`src/rtl/reg_wb_pkg.sv`:
```
// Shared widths and the write-back queue entry type.
package reg_wb_pkg;

  localparam int unsigned REG_ADDR_W = 5;
  localparam int unsigned DATA_W     = 32;

  typedef struct packed {
    logic [REG_ADDR_W-1:0] rd;
    logic [DATA_W-1:0]     data;
  } wb_entry_t;

endpackage

```
`src/rtl/wb_fifo.sv`:
```
// Write-back queue storage: circular buffer with per-slot valid bits exposed for
// the scoreboard lookup in the parent.
module wb_fifo
  import reg_wb_pkg::*;
#(
  parameter int unsigned DEPTH = 4
) (
  input  logic                     clk,
  input  logic                     rst_n,
  input  logic                     push_i,
  input  wb_entry_t                push_entry_i,
  input  logic                     pop_i,
  output wb_entry_t                head_o,
  output logic                     full_o,
  output logic                     empty_o,
  output logic [$clog2(DEPTH):0]   count_o,
  output wb_entry_t [DEPTH-1:0]    entries_o,
  output logic [DEPTH-1:0]         valid_o
);

  localparam int unsigned PtrW = $clog2(DEPTH);
  localparam int unsigned CntW = PtrW + 1;

  wb_entry_t [DEPTH-1:0] mem_q, mem_d;
  logic [DEPTH-1:0]      valid_q, valid_d;
  logic [PtrW-1:0]       wptr_q, wptr_d;
  logic [PtrW-1:0]       rptr_q, rptr_d;
  logic [CntW-1:0]       cnt_q, cnt_d;
  logic                  do_push, do_pop;

  assign full_o    = (cnt_q == CntW'(DEPTH));
  assign empty_o   = (cnt_q == '0);
  assign count_o   = cnt_q;
  assign head_o    = mem_q[rptr_q];
  assign entries_o = mem_q;
  assign valid_o   = valid_q;

  // Next-state: write at wptr, retire at rptr; pointers wrap as DEPTH is a power of two.
  always_comb begin
    mem_d   = mem_q;
    valid_d = valid_q;
    wptr_d  = wptr_q;
    rptr_d  = rptr_q;
    cnt_d   = cnt_q;
    do_push = push_i && !full_o;
    do_pop  = pop_i && !empty_o;
    if (do_push) begin
      mem_d[wptr_q]   = push_entry_i;
      valid_d[wptr_q] = 1'b1;
      wptr_d          = wptr_q + PtrW'(1);
    end
    if (do_pop) begin
      valid_d[rptr_q] = 1'b0;
      rptr_d          = rptr_q + PtrW'(1);
    end
    if (do_push && !do_pop) begin
      cnt_d = cnt_q + CntW'(1);
    end else if (do_pop && !do_push) begin
      cnt_d = cnt_q - CntW'(1);
    end
  end

  // State registers; reset discards all pending entries.
  always_ff @(posedge clk or negedge rst_n) begin
    if (!rst_n) begin
      mem_q   <= '0;
      valid_q <= '0;
      wptr_q  <= '0;
      rptr_q  <= '0;
      cnt_q   <= '0;
    end else begin
      mem_q   <= mem_d;
      valid_q <= valid_d;
      wptr_q  <= wptr_d;
      rptr_q  <= rptr_d;
      cnt_q   <= cnt_d;
    end
  end

endmodule

```
`src/rtl/reg_wb_ctrl.sv`:
```
// Register-file write-back controller: arbitrates load/ALU results into an
// in-order queue, drains it to the write port, and answers pending-write queries.
module reg_wb_ctrl
  import reg_wb_pkg::*;
#(
  parameter int unsigned DEPTH = 4
) (
  input  logic                  clk,
  input  logic                  rst_n,
  input  logic                  alu_valid,
  output logic                  alu_ready,
  input  logic [REG_ADDR_W-1:0] alu_rd,
  input  logic [DATA_W-1:0]     alu_data,
  input  logic                  mem_valid,
  output logic                  mem_ready,
  input  logic [REG_ADDR_W-1:0] mem_rd,
  input  logic [DATA_W-1:0]     mem_data,
  input  logic                  wb_stall,
  output logic                  wr_en,
  output logic [REG_ADDR_W-1:0] wr_addr,
  output logic [DATA_W-1:0]     wr_data,
  input  logic [REG_ADDR_W-1:0] q_addr1,
  input  logic [REG_ADDR_W-1:0] q_addr2,
  output logic                  q_busy1,
  output logic                  q_busy2,
  output logic [$clog2(DEPTH):0] count
);

  logic                  full, empty;
  logic                  mem_acc, alu_acc, push;
  wb_entry_t             push_entry, head;
  wb_entry_t [DEPTH-1:0] entries;
  logic [DEPTH-1:0]      valid;

  // Arbitration: load beats ALU; readies depend only on queue state and mem_valid.
  always_comb begin
    mem_ready  = !full;
    alu_ready  = !full && !mem_valid;
    mem_acc    = mem_valid && mem_ready;
    alu_acc    = alu_valid && alu_ready;
    push_entry = mem_acc ? '{rd: mem_rd, data: mem_data} : '{rd: alu_rd, data: alu_data};
    // Writes to r0 are handshaken but dropped.
    push       = (mem_acc && (mem_rd != '0)) || (alu_acc && (alu_rd != '0));
  end

  // Write port shows the queue head; zeroed when nothing is pending.
  always_comb begin
    wr_en   = !empty && !wb_stall;
    wr_addr = empty ? '0 : head.rd;
    wr_data = empty ? '0 : head.data;
  end

  // Scoreboard: any valid entry (head included) targeting the queried register.
  always_comb begin
    q_busy1 = 1'b0;
    q_busy2 = 1'b0;
    for (int i = 0; i < int'(DEPTH); i++) begin
      if (valid[i] && (entries[i].rd == q_addr1) && (q_addr1 != '0)) q_busy1 = 1'b1;
      if (valid[i] && (entries[i].rd == q_addr2) && (q_addr2 != '0)) q_busy2 = 1'b1;
    end
  end

  wb_fifo #(
    .DEPTH (DEPTH)
  ) u_fifo (
    .clk          (clk),
    .rst_n        (rst_n),
    .push_i       (push),
    .push_entry_i (push_entry),
    .pop_i        (wr_en),
    .head_o       (head),
    .full_o       (full),
    .empty_o      (empty),
    .count_o      (count),
    .entries_o    (entries),
    .valid_o      (valid)
  );

endmodule

```
`config.mk`:
```
export PLATFORM = sky130hd
export DESIGN_NAME = reg_wb_ctrl
export DESIGN_NICKNAME = d
export VERILOG_FILES = /design/src/rtl/reg_wb_pkg.sv /design/src/rtl/wb_fifo.sv /design/src/rtl/reg_wb_ctrl.sv
export SDC_FILE = /design/constraint.sdc
export NUM_CORES = 1
export LEC_CHECK = 0
export CORE_MARGIN = 2
export CORE_UTILIZATION = 48
export DETAILED_ROUTE_END_ITERATION = 12
export GPL_TIMING_DRIVEN = 0
export HOLD_SLACK_MARGIN = 0.08
export PLACE_DENSITY_LB_ADDON = 0.25
export SYNTH_ARGS = -nofsm -noshare
export SYNTH_HDL_FRONTEND = slang
export SYNTH_SLANG_ARGS = --single-unit
```
`constraint.sdc`:
```
create_clock -name clk -period 2.91 [get_ports clk]
set_input_delay 0.582 -clock clk [delete_from_list [all_inputs] [get_ports clk]]
set_output_delay 0.582 -clock clk [all_outputs]
set_load 0.01 [all_outputs]
```
==> flow_metrics.tcl <==
set metrics [dict create \
    finalCritPeriodShare_pct 99.1 \
    p_sw_uw 4920 \
    clockBufferDepth 2 \
    synthesis.area_um2 8020 \
    drc 0 \
    vias_per_cell 5.64 \
    gp_congestion 0.906 \
    p_per_area_nw_per_um2 1290 \
    layout_min_cycle_time_ps 2880 \
    drt_iter0_markers 449 \
    postRouteAntennaNets 0 \
    rows 47 \
    syn_area_per_cell_um2 10.8 \
    path_class "reg2out" \
    async_reset_ff_share_pct 100 \
    grt_usage_pct 25.6 \
    layout_commonest_cell "a21oi_1" \
    leakage_uw 0.00436 \
    synth_top_area_share_pct 49.6 \
    start_util_pct 48.7 \
    critPathLaunchType "flip-flop" \
    port_buffers 123 \
    yosys_warnings 0 \
    first_pass_iters 5 \
    synth-seq-cells 159 \
    syn_nets 839 \
    worst-path-buf-inv 3 \
    routed_wl_mm 21.6 \
    p_int_uw 8510 \
    fin_nets 987 \
    clock-skew-final_ps 6.12 \
    cp_slowest_cell "clkdlybuf4s50_1" \
    critPathCaptureType "output pin" \
    ys.flop_type "dfrtp_1" \
    fp.dieW_um 133 \
    grt_max_degree 97 \
    slew_violations 0 \
    report.final.hold_viol_count 0 \
    setup_violations 0 \
    syn_inst 740 \
    area_delta_synth_final_pct 30.3 \
    ys_types 32 \
    worstHoldPathType "in2async" \
    synth_area_leaders "dfrtp_1, mux4_2, a21oi_1, nor2_1, mux2i_1" \
    cts-htree-levels 4 \
    worst_pin_slew_ps 701 \
    cpLargestDelayFamily "buffers and inverters" \
    clock_power_share_pct 18.7 \
    layout_setup_ws_ps 26.3 \
    crit_arrival_ps 2300 \
    die_area_um2 17800 \
    yosys.area.top_type "dfrtp_1" \
    final_area_um2 10400 \
    p_comb_share_pct 50.7 \
    worst-r2r-setup-slack_ps 440 \
    hpwl_mm 14.1 \
    grt_overflow_total 0 \
    antenna_found_initial 0 \
    worst_skew_pair.late_latency_ps 430 \
    fmax_mhz 347 \
    die_y_um 133 \
    pin_count 134 \
    path_cells "nor3_4 > buf_4 > clkbuf_4 > nor2b_1 > clkdlybuf4s50_1" \
    status "finished, final reports clean" \
    cts_made_buffers 17 \
    required_ps 2330 \
    maxCapViolations 0 \
    cts_tree "built" \
    maxSlewHeadroom_pct 53.3 \
    drive_gt1_share_pct 14.8 \
    ctsHoldBuffers 0 \
    route.vias.total 6323 \
    p_seq_share_pct 30.6 \
    place_ws_ps -453 \
    synth_edf_count 0 \
    path_clk_slew_ps 60 \
    placed_cell_area_um2 9560 \
    cts.sink_count 159 \
    seq_area_frac_synth_pct 49.6 \
    grt_pass1_vias 6542 \
    mostFrequentLayoutCells "a21oi_1, dfrtp_1, nor2_1, clkdlybuf4s50_1" \
    rsz0062_at_grt "true" \
    max_stage_delay_ps 490 \
    cts-root-buf "clkbuf_16" \
    worst-path-max-fanout 10 \
    swShare_pct 36.6 \
    wl_per_cell_um 19.3 \
    diodes 0 \
    ir_worst_vdd_mv 0.622 \
    grt_pass1_wl_mm 35.1 \
    core_area_um2 16500 \
]
area by class of cell:
| type | instances | area [µm²] |
|---|---|---|
| fill | 1302 | 6020 |
| sequential | 159 | 3990 |
| multi-input combinational | 515 | 3660 |
| timing repair buffer | 129 | 1330 |
| buffer | 58 | 503 |
| clock buffer | 23 | 488 |
| tap | 220 | 275 |
| clock inverter | 9 | 178 |
| inverter | 8 | 30.0 |
cell usage after synthesis (all sizes together) (9+ instances only):
| cell type | instances |
|---|---|
| a21oi | 156 |
| buf | 33 |
| clkbuf | 25 |
| dfrtp | 159 |
| ha | 9 |
| mux2i | 37 |
| mux4 | 37 |
| nor2 | 154 |
| nor2b | 37 |
| xnor2 | 11 |
| xor2 | 34 |
state kept, by name (all words and copies together) (netlist names):
| register | count |
|---|---|
| u_fifo.wptr_q | 2 |
| u_fifo.valid_o | 4 |
| u_fifo.rptr_q | 2 |
| u_fifo.count_o | 3 |
| u_fifo.entries_o | 148 |
what timing repair did:
item	in CTS	in global routing
gates resized for setup	38	24
endpoints found under the setup margin	42	31
pin swaps	0	5
buffers inserted	2	3
layer usage:
layer  track usage, %  wire [µm]
met5                0          0
met4             8.16        323
met3             5.10       1440
met2             41.4      10700
met1             35.4       9140
power groups by stage:
stage	registers (µW)	clock network, µW	logic (µW)
after CTS	4080	2530	6830
after detailed placement	4080	0	6600
after global routing	4240	2640	7400
after global placement	4050	0	6470
final	4100	2520	6810
after floorplan	3870	0	4220
per-stage QoR:
step	hold slack [ps]	instances	total power, µW	setup TNS, ps	util [%]
after floorplan	286	740	8090	0	-
after global placement	501	1083	10500	-831420	57.8
after detailed placement	507	1084	10700	-5420	58.0
after CTS	105	1118	13400	0	62.9
after global routing	121	1121	14300	-61.0	63.5
final	81.9	1121	13400	0	63.5
cells by family after synthesis:
logic type / count (synthesis) / synth area share, %
and+or+nand+nor: 219 / 12.3
muxes: 76 / 15.3
AOI/OAI and AO/OA: 165 / 10.7
buffers and inverters: 66 / 5.52
DFF: 159 / 49.6
xor gates and xnor gates: 45 / 4.91
adders and majority gates: 10 / 1.65
worst register-to-register path, stage by stage, from the launching register on:
cell and delay [ps]:
dfrtp_2 460, or3b_2 470, buf_2 220, nand2_4 270, buf_6 250, mux2i_1 510
a21oi_1 150
path summary, 6_finish.rpt:
kind | startpoint | to | cells past startpoint
hold reg to reg | u_fifo.entries_o[97] | u_fifo.entries_o[97] | 2
setup reg to reg | u_fifo.count_o[0] | u_fifo.entries_o[145] | 6
hold / removal | rst_n | u_fifo.entries_o[97] | 1
max in group asynchronous | rst_n | u_fifo.entries_o[33] | 2
min in group clk | u_fifo.entries_o[97] | u_fifo.entries_o[97] | 2
setup / recovery | u_fifo.count_o[0] | wr_data[17] | 5
Power figures use the tool's default switching activity.
